### config.mk
export PLATFORM = sky130hd
export DESIGN_NAME = serial_subtractor
export DESIGN_NICKNAME = d
export VERILOG_FILES = /design/src/rtl/serial_subtractor.sv
export SDC_FILE = /design/constraint.sdc
export NUM_CORES = 1
export LEC_CHECK = 0
export ABC_AREA = 1
export BUFFER_PORTS_ARGS = -buffer_cell sky130_fd_sc_hd__buf_4
export CAP_MARGIN = 20
export CORE_MARGIN = 8
export CORE_UTILIZATION = 30
export DETAILED_ROUTE_END_ITERATION = 8
export PLACE_DENSITY = 0.45
export SETUP_SLACK_MARGIN = 0.15
export SYNTH_ARGS = -nofsm -noshare
export SYNTH_HDL_FRONTEND = slang
export SYNTH_SLANG_ARGS = --single-unit
export TNS_END_PERCENT = 5
### constraint.sdc
create_clock -name clk -period 1.6 [get_ports clk]
set_input_delay 0.08 -clock clk [delete_from_list [all_inputs] [get_ports clk]]
set_output_delay 0.08 -clock clk [all_outputs]
set_load 0.1 [all_outputs]
### src/rtl/serial_subtractor.sv
// Bit-serial N-bit subtractor: computes a - b - bin one bit per clock with a
// single full-subtractor cell, a registered borrow and a start/done handshake.
module serial_subtractor #(
  parameter int WIDTH = 8
) (
  input  logic             clk,
  input  logic             rst_n,
  input  logic             start,
  input  logic [WIDTH-1:0] a,
  input  logic [WIDTH-1:0] b,
  input  logic             bin,
  output logic             busy,
  output logic             done,
  output logic [WIDTH-1:0] diff,
  output logic             borrow,
  output logic             overflow
);

  localparam int CW = $clog2(WIDTH) + 1;

  typedef enum logic [1:0] {
    IDLE,
    RUN,
    DONE
  } state_t;

  state_t           state, state_nxt;
  logic [WIDTH-1:0] a_sr, b_sr, res_sr, res_nxt;
  logic [CW-1:0]    cnt;
  logic             br, a_msb, b_msb;
  logic             a0, b0, d, br_nxt;
  logic             load, last;

  // Full-subtractor cell on the LSBs of the operand shift registers.
  always_comb begin
    a0      = a_sr[0];
    b0      = b_sr[0];
    d       = a0 ^ b0 ^ br;
    br_nxt  = (~a0 & b0) | (~(a0 ^ b0) & br);
    res_nxt = {d, res_sr[WIDTH-1:1]};
    last    = (state == RUN) && (cnt == CW'(WIDTH - 1));
    busy    = (state == RUN);
    done    = (state == DONE);
  end

  // NOTE: every signal written here gets a default first, so no path can
  // leave one unassigned and infer a latch.
  always_comb begin
    state_nxt = state;
    load      = 1'b0;
    case (state)
      IDLE: begin
        if (start) begin
          load      = 1'b1;
          state_nxt = RUN;
        end
      end
      RUN: begin
        if (last) state_nxt = DONE;
      end
      DONE: begin
        load      = start;
        state_nxt = start ? RUN : IDLE;
      end
      default: state_nxt = IDLE;
    endcase
  end

  // NOTE: sequential state uses non-blocking assignments so every flop
  // samples pre-edge values regardless of statement order.
  always_ff @(posedge clk or negedge rst_n) begin
    if (!rst_n) state <= IDLE;
    else        state <= state_nxt;
  end

  always_ff @(posedge clk or negedge rst_n) begin
    if (!rst_n) begin
      a_sr     <= '0;
      b_sr     <= '0;
      res_sr   <= '0;
      cnt      <= '0;
      br       <= 1'b0;
      a_msb    <= 1'b0;
      b_msb    <= 1'b0;
      diff     <= '0;
      borrow   <= 1'b0;
      overflow <= 1'b0;
    end else if (load) begin
      a_sr  <= a;
      b_sr  <= b;
      br    <= bin;
      cnt   <= '0;
      a_msb <= a[WIDTH-1];
      b_msb <= b[WIDTH-1];
    end else if (state == RUN) begin
      a_sr   <= a_sr >> 1;
      b_sr   <= b_sr >> 1;
      res_sr <= res_nxt;
      br     <= br_nxt;
      cnt    <= cnt + CW'(1);
      // Visible results move only on the edge that processes the MSB.
      if (last) begin
        diff     <= res_nxt;
        borrow   <= br_nxt;
        overflow <= (a_msb != b_msb) & (d != a_msb);
      end
    end
  end

endmodule

==> summary.txt, run 1 <==
Clock tree
  – Worst-path clk slew: 0.08 ns
  – Num CTS Buffers: 5
  – Worst-skew pair later-pin latency: 0.29 ns
  – CTS Root Cell: clkbuf_8
  – Num Clock Sinks: 42
  – Clk buf depth: 2
  – Total number of H-tree levels: 2
  – CTS tree: built

Layout
  – Layout Cells excl Fill: about 350
  – Diodes inserted: 0
  – Final nets: 299
  – Most frequent cells in the layout: nand2_1 (105), dfrtp_1 (42), buf_4 (38)
  – Fillers: 663
  – Commonest non-fill, non-tap cell in the layout: nand2_1
  – Area grow syn2layout: 25.4%
  – Share of cells above drive strength 1: 23.8%

Yosys
  – Sequential area share after synthesis: 54.4%
  – Mapped Avg Cell Area: 8.22 um^2
  – Synth Register Bits: 42
  – Synthesized area: just under 2000 um^2
  – Yosys cell types: 21
  – Syn nets: 257
  – Post-Syn Instances: between 200 and 250
  – Syn. warnings: 0

Worst setup path
  – Critical-path maximum fanout: 7
  – Critical path class: flip-flop to primary output
  – CP required: 1.52 ns
  – Critical path arrival: 1.33 ns
  – Critical path launch point type: flip-flop
  – Crit. End Element: primary output

STA
  – Fin Setup TNS: 0 ns
  – Worst Tran Pin Value: 0.542 ns
  – Fmax achieved: 0.711 GHz
  – Relative slew slack: between 60% and 70%
  – Fin crit period: 1.41 ns
  – Crit share post-route: between 80 and 90%
  – Fin. Hold Viols: 0
  – Hold Slack: about 0.015 ns
  – Worst Skew: 0.00279 ns
  – Max-slew violations: 0
  – RSZ-0062 raised after global routing: true
  – Final setup viols: 0

Drt
  – WL final: ~4200 um
  – ANT nets after route: 0
  – DR vias/cell: 4.31
  – DRT iter0 DRCs: between 80 and 90
  – Via count: approximately 1,500
  – Drt drc: 0
  – Routed len/inst: 11.9 um
  – 1st-pass router iterations: 4

Floorplanning
  – FP Rows: 29
  – Total core area: 6280 um^2
  – Die Y: 96.2 um
  – Ports: 32
  – Die ar.: about 9300 um^2
  – Starting Density: 30.8%
  – Horiz. Die Dim: 96.2 um

Power
  – Max VDD drop: approximately 860 uV
  – P_leak: about 1.3 nW
  – PwrDens: between 2000 and 2500 nW/um^2
  – Tot Pwr: about 5.6 mW

Hold path
  – Min-delay worst type: input pin to flip-flop

Global routing
  – Initial antenna violation count: 0
  – First-pass GRT wire length: 6990 um
  – Grt total ovfl: 0
  – GRT Util Overall: 9.81%
  – Largest net degree at the start of global routing: 43
  – Vias in the first global route: 1,494

Outcome
  – Status: finished clean

Placed design
  – Placed insts: 340
  – Post-DP HPWL: approximately 2800 um
  – # port buffers: 31
  – RePlAce Congestion: 0.704

Job
  – # Max-Cap Violations: 0
-- power by group --
group | switching [mW] | leakage (nW) | internal (mW)
registers | 0.274 | 0.532 | 1.54
clock network | 0.363 | 0.0573 | 0.500
logic | 2.13 | 0.739 | 0.837
total | 2.77 | 1.33 | 2.87
-- synthesized netlist by cell type --
master	n	share of area (%)
fa_1	1	1.0
o21ai_2	8	3.6
buf_4	2	0.78
nand3_1	14	3.6
nand2_1	105	20
a21oi_1	1	0.26
nand2_4	1	0.58
o21ai_0	12	3.1
buf_6	2	1.2
nor2_4	1	0.58
inv_2	1	0.19
clkbuf_1	1	0.19
nor2_2	2	0.65
buf_2	2	0.52
inv_4	1	0.32
nand2_2	2	0.65
nand3b_1	1	0.39
nor2_1	5	0.97
inv_1	30	5.8
dfrtp_1	42	54
ha_1	1	0.65
-- kinds of logic (layout without fill, tap and decap cells) --
family	after synthesis	count (layout)	synth area share [%]
adder cells (fa/ha/maj)	2	2	1.68
AND/OR/NAND/NOR	131	132	27.9
AO/OA/AOI/OAI	21	21	7.00
buffers and inverters	39	80	9.01
flip-flops	42	42	54.4
-- worst paths after layout --
check	startpoint	endpoint	slack [ns]	cells after the start
worst max-delay path	state[0]	busy	0.19	3
worst min register to register	res_sr[1]	diff[0]	0.48	2
min in group asynchronous	rst_n	res_sr[7]	0.31	2
worst min-delay path	b[7]	b_sr[7]	0.01	3
max in group asynchronous	rst_n	a_sr[1]	0.92	2
worst max register to register	br	overflow	0.25	7
-- through the flow --
stage / worst slack (ns) / util (%) / area [um^2]
after floorplan: 0.00557 / - / 1930
final: 0.193 / 38.6 / 2420
after CTS: 0.167 / 37.9 / 2380
after global placement: 0.226 / 35.7 / 2240
after detailed placement: 0.211 / 35.7 / 2240
after global routing: 0.105 / 38.6 / 2420
-- cell type report --
cell class	instances	area [um^2]	share of cell area, %
clock buffers	6	82.6	3.41
clock inverters	1	30.0	1.24
inverters	32	123	5.06
multi-input cells	155	722	29.8
flip-flops and latches	42	1050	43.4
well taps	77	96.3	3.98
repair buffers	41	317	13.1
-- what timing repair did --
action                     CTS  global route
buffers inserted             0             4
hold endpoints to repair    43             0
pin swaps                    0             2
cloned                       0             1
setup endpoints to repair    1            10
gates resized for setup      1             3
hold buffers                 2             0
-- routing by layer --
metal	track usage, %	routed length (um)	vias up
met5	0	0	-
met4	4.61	75	0
met3	3.43	206	6
met2	14.8	1900	24
met1	12.3	2030	700
li1	-	-	795
-- critical path: stages, from the launching register on --
cell and delay (ns):
dfrtp_1 0.42, inv_2 0.08, nor2_4 0.25, buf_6 0.27
-- state kept, by name, summed over array words and instances, names as in the netlist, 2 cells and up --
name    count
a_sr        8
b_sr        8
diff        8
res_sr      7
cnt         4
state       2
Note: power is estimated with default switching activity, not from simulation.
==> inputs of run 2 (changes only) <==
--- a/config.mk
+++ b/config.mk
@@ -8,10 +8,12 @@
 export ABC_AREA = 1
 export BUFFER_PORTS_ARGS = -buffer_cell sky130_fd_sc_hd__buf_4
 export CAP_MARGIN = 20
+export CELL_PAD_IN_SITES_DETAIL_PLACEMENT = 0
+export CELL_PAD_IN_SITES_GLOBAL_PLACEMENT = 1
 export CORE_MARGIN = 8
 export CORE_UTILIZATION = 30
 export DETAILED_ROUTE_END_ITERATION = 8
-export PLACE_DENSITY = 0.45
+export PLACE_DENSITY = 0.57
 export SETUP_SLACK_MARGIN = 0.15
 export SYNTH_ARGS = -nofsm -noshare
 export SYNTH_HDL_FRONTEND = slang
==> constraint.sdc (replaced) <==
create_clock -name clk -period 1.5 [get_ports clk]
set_input_delay 0.075 -clock clk [delete_from_list [all_inputs] [get_ports clk]]
set_output_delay 0.075 -clock clk [all_outputs]
set_load 0.02 [all_outputs]
==> summary.txt, run 2 (synthesized netlist as in run 1, its figures left out) <==
Outcome
  – Status: finished clean

Floorplanning
  – Total core area: 6280 um^2 (unchanged)
  – Horiz. Die Dim: 96.2 um (unchanged)
  – Starting Density: 30.8% (unchanged)
  – Ports: 32 (unchanged)
  – Die ar.: 9260 um^2 (unchanged)
  – Die Y: 96.2 um (unchanged)
  – FP Rows: 29 (unchanged)

Drt
  – Routed met2 length: 1900 um (-0.16%)
  – WL final: 4310 um (+2.4%)
  – Drt drc: 0 (unchanged)
  – ANT nets after route: 0 (unchanged)
  – Metal-1 WL: 2190 um (+8.0%)
  – 1st-pass router iterations: 4 (unchanged)
  – Met3 wire length: 156 um (-24%)
  – DR vias/cell: 4.25 (-1.3%)
  – Top Layer Used: met4
  – DRT iter0 DRCs: 45 (-46%)
  – Routed len/inst: 12.1 um (+2.2%)
  – Via count: 1,509 (-1.0%)

Clock tree
  – CTS Root Cell: clkbuf_8
  – Clk buf depth: 2 (unchanged)
  – Num CTS Buffers: 5 (unchanged)
  – Num Clock Sinks: 42 (unchanged)
  – Worst-path clk slew: 0.08 ns (about the same)
  – CTS tree: built
  – Total number of H-tree levels: 2 (unchanged)
  – Worst-skew pair later-pin latency: 0.29 ns (about the same)

STA
  – Relative slew slack: 63.6% (-0.27 points)
  – RSZ-0062 raised after global routing: true
  – Hold Slack: 0.0330 ns (+0.0182 ns)
  – Final setup viols: 0 (unchanged)
  – Worst Tran Pin Value: 0.546 ns (+0.00402 ns)
  – Fin. Hold Viols: 0 (unchanged)
  – Max-slew violations: 0 (unchanged)
  – Crit share post-route: 90.1%
  – Fin crit period: 1.35 ns
  – Final worst slack: 0.149 ns (-0.0445 ns)
  – Fmax achieved: around 0.74 GHz
  – Fin Setup TNS: 0 ns (unchanged)
  – Worst Skew: 0.00738 ns (+0.00458 ns)

Global routing
  – First-pass GRT wire length: 7280 um (+4.1%)
  – Grt total ovfl: 0 (unchanged)
  – Vias in the first global route: 1,503 (+0.60%)
  – GRT Util Overall: 10.2% (+0.36 points)
  – Initial antenna violation count: 0 (unchanged)
  – Largest net degree at the start of global routing: 43 (unchanged)

Layout
  – Top Registers: a_sr: 8 flops, b_sr: 8 flops, diff: 8 flops
  – Share of cells above drive strength 1: 23.7% (-0.086 points)
  – Layout Cells excl Fill: 355 (+0.28%)
  – Diodes inserted: 0 (unchanged)
  – Area grow syn2layout: 26.0%
  – Final nets: 299 (unchanged)
  – Finished Cell Area: 2430 um^2 (+0.47%)
  – Most frequent cells in the layout: nand2_1 (105), dfrtp_1 (41), buf_4 (36)
  – Commonest non-fill, non-tap cell in the layout: nand2_1
  – Final Util: 38.7% (+0.18 points)

Job
  – # Max-Cap Violations: 0 (unchanged)

Power
  – Tot Pwr: 5.13 mW (-9.1%)
  – Max VDD drop: 928 uV (+7.8%)
  – PwrDens: 2110 nW/um^2 (-9.5%)
  – P_leak: 1.32 nW (-0.54%)

Placed design
  – # port buffers: 31 (unchanged)
  – Post-DP HPWL: 2830 um (+1.6%)
  – RePlAce Congestion: 0.703 (-0.18%)
  – DP Area: 2250 um^2 (+0.22%)
  – Pre-CTS setup slack: 0.134 ns (-0.0775 ns)
  – Placed insts: 341 (+0.29%)

Worst setup path
  – CP required: 1.73 ns (+0.21 ns)
  – Crit. End Element: flip-flop
  – Critical path class: flip-flop to flip-flop
  – Critical-path maximum fanout: 3 (-4)
  – Critical path arrival: 1.58 ns (+0.25 ns)
  – Critical path launch point type: flip-flop

Hold path
  – Min-delay worst type: input pin to flip-flop
-- run 2: cell types whose count changed in the layout (fill, tap and decap cells not counted), sizes merged --
| cell | previous run | this run |
|---|---|---|
| clkinvlp | 0 | 1 |
| buf | 39 | 37 |
| dlygate4sd3 | 2 | 4 |
-- run 2: repair_timing --
action | CTS | global route
pin swaps | 0 | 4
setup endpoints to repair | 10 | 28
gates cloned | 0 | 1
hold buffers | 4 | 0
hold endpoints to repair | 45 | 0
buffers inserted | 0 | 1
resized for setup | 0 | 8
-- run 2: routing by layer --
| metal | track usage (%) | vias to the layer above |
|---|---|---|
| met2 | 14.7 | 23 |
| met5 | 0 | - |
| li1 | - | 796 |
| met1 | 13.9 | 684 |
| met4 | 4.23 | 0 |
| met3 | 2.81 | 6 |
-- run 2: final timing paths --
kind,from,end,slack (ns),cells after the start
max,br,diff[7],0.15,5
max reg2reg,br,diff[7],0.15,5
min in group asynchronous,rst_n,res_sr[7],0.31,2
max in group asynchronous,rst_n,state[0],0.79,2
min reg2reg,a_sr[7],a_sr[7],0.48,2
min,a[7],a_sr[7],0.03,3
-- run 2: critical path: stages (launching register included) --
cell and delay, ns:
dfrtp_1 0.38, inv_2 0.05, fa_1 0.56, inv_2 0.06, buf_4 0.13, o21ai_2 0.11
-- run 2: power breakdown --
group	switching, mW	total (mW)	internal (mW)
logic	1.41	2.31	0.897
clock network	0.384	0.881	0.497
registers	0.300	1.94	1.64
-- run 2: layout make-up --
class	instances	area [um^2]
inverters	32	123
flip-flops and latches	42	1050
well taps	77	96.3
clock buffers	6	72.6
clock inverters	2	37.5
fillers	655	3840
repair buffers	41	322
multi-input cells	155	729
==> inputs of run 3 (changes only) <==
==> constraint.sdc (replaced) <==
create_clock -name clk -period 1.5 [get_ports clk]
set_input_delay 0.075 -clock clk [delete_from_list [all_inputs] [get_ports clk]]
set_output_delay 0.075 -clock clk [all_outputs]
set_load 0.05 [all_outputs]
==> summary.txt, run 3 (synthesized netlist as in run 1, its figures left out) <==
Floorplanning
  – Starting Density: 30.8% (unchanged)
  – Die ar.: 9260 um^2 (unchanged)
  – FP Rows: 29 (unchanged)
  – Die Y: 96.2 um (unchanged)
  – Horiz. Die Dim: 96.2 um (unchanged)
  – Total core area: 6280 um^2 (unchanged)
  – Ports: 32 (unchanged)

Power
  – P_leak: 1.33 nW (+0.68%)
  – Tot Pwr: 5.52 mW (+7.7%)
  – PwrDens: 2250 nW/um^2 (+6.9%)
  – Max VDD drop: 934 uV (+0.62%)

Drt
  – Routed len/inst: 12.2 um (+0.46%)
  – 1st-pass router iterations: 4 (unchanged)
  – DRT iter0 DRCs: 44 (-2.2%)
  – DR vias/cell: 4.24 (-0.15%)
  – ANT nets after route: 0 (unchanged)
  – WL final: 4340 um (+0.74%)
  – Via count: 1,511 (+0.13%)
  – Drt drc: 0 (unchanged)

STA
  – RSZ-0062 raised after global routing: true
  – Relative slew slack: 63.5% (about the same)
  – Final setup viols: 0 (unchanged)
  – Crit share post-route: 90.1% (about the same)
  – Fin. Hold Viols: 0 (unchanged)
  – Max-slew violations: 0 (unchanged)
  – Fin Setup TNS: 0 ns (unchanged)
  – Worst Tran Pin Value: 0.547 ns (+0.000665 ns)
  – Worst Skew: 0.00704 ns (-0.000342 ns)
  – Fmax achieved: 0.740 GHz (about the same)
  – Fin crit period: 1.35 ns (-0.0000360 ns)

Clock tree
  – CTS tree: built
  – CTS Root Cell: clkbuf_8
  – Num Clock Sinks: 42 (unchanged)
  – Clk buf depth: 2 (unchanged)
  – Total number of H-tree levels: 2 (unchanged)
  – Worst-skew pair later-pin latency: 0.29 ns (about the same)
  – Num CTS Buffers: 5 (unchanged)
  – Worst-path clk slew: 0.08 ns (about the same)

Global routing
  – Grt total ovfl: 0 (unchanged)
  – Initial antenna violation count: 0 (unchanged)
  – Largest net degree at the start of global routing: 43 (unchanged)
  – First-pass GRT wire length: 7310 um (+0.48%)
  – Vias in the first global route: 1,515 (+0.80%)
  – GRT Util Overall: 10.2% (+0.049 points)

Hold path
  – Hold Crit Depth: 3 (unchanged)
  – Min-delay worst type: input pin to flip-flop

Layout
  – Commonest non-fill, non-tap cell in the layout: nand2_1
  – Area grow syn2layout: 26.9%
  – Diodes inserted: 0 (unchanged)
  – Share of cells above drive strength 1: 23.7% (-0.085 points)
  – Final nets: 300 (+0.33%)
  – Most frequent cells in the layout: nand2_1 (105), dfrtp_1 (42), buf_4 (36)
  – Final Util: 39.0% (+0.28 points)
  – Top Registers: a_sr: 8 flops, b_sr: 8 flops, diff: 8 flops

Job
  – # Max-Cap Violations: 0 (unchanged)

Worst setup path
  – Critical-path maximum fanout: 3 (unchanged)
  – Critical path launch point type: flip-flop
  – Critical path class: flip-flop to flip-flop
  – R2R depth: 5 (unchanged)
  – Critical path arrival: 1.58 ns (about the same)
  – CP required: 1.73 ns (about the same)
  – Crit. End Element: flip-flop

Placed design
  – Post-DP HPWL: 2830 um (unchanged)
  – # port buffers: 31 (unchanged)
  – RePlAce Congestion: 0.703 (unchanged)

Outcome
  – Status: finished clean
## run 3: cell count changes in the layout (fill, tap and decap cells not counted), sizes merged
cell and change:
buf +1
## run 3: worst paths after layout
path	startpoint	to	slack (ns)
min in group asynchronous	rst_n	res_sr[7]	0.31
max in group asynchronous	rst_n	a_sr[5]	0.82
worst min register to register	a_sr[7]	a_sr[7]	0.48
worst max-delay path	br	diff[7]	0.15
worst max register to register	br	diff[7]	0.15
worst min-delay path	a[7]	a_sr[7]	0.03
## run 3: metal layers
layer  track usage (%)  vias to the layer above  routed length, um
li1                  -                      800                  -
met1              13.9                      684               2180
met2              14.9                       22               1950
met3              2.81                        5                169
met4              4.23                        0                 46
met5                 0                        -                  0
## run 3: critical path: stages, from the launching register on
cell	delay, ns
dfrtp_1	0.38
inv_2	0.05
fa_1	0.56
inv_2	0.06
buf_4	0.13
o21ai_2	0.11
## run 3: layout make-up
type | instances | area, um^2
Clock buffer | 6 | 72.6
Clock inverter | 2 | 37.5
Fill cell | 653 | 3830
Inverter | 32 | 125
Multi-Input combinational cell | 155 | 734
Sequential cell | 42 | 1050
Tap cell | 77 | 96.3
Timing Repair Buffer | 42 | 333
## run 3: what timing repair did
| item | 4_1_cts | 5_1_grt |
|---|---|---|
| hold endpoints to repair | 45 | 0 |
| resized for setup | 0 | 10 |
| setup buffers | 1 | 1 |
| gates cloned | 0 | 1 |
| hold buffers | 4 | 0 |
| endpoints found under the setup margin | 11 | 29 |
| pin swaps | 0 | 4 |
## run 3: power by group
group,switching (mW),total [mW],internal (mW)
Sequential,0.293,1.93,1.64
Clock,0.384,0.880,0.497
Combinational,1.77,2.71,0.935
## run 3: metrics by stage
step	std cells	cell area [um^2]	setup WS, ns	hold WS (ns)
3_3_place_gp	341	2250	0.136	0.109
3_5_place_dp	341	2250	0.134	0.105
2_1_floorplan	235	1930	0.172	-0.221
4_1_cts	354	2400	0.117	0.0317
5_1_grt	356	2450	0.102	0.0572
6_report	356	2450	0.149	0.0336
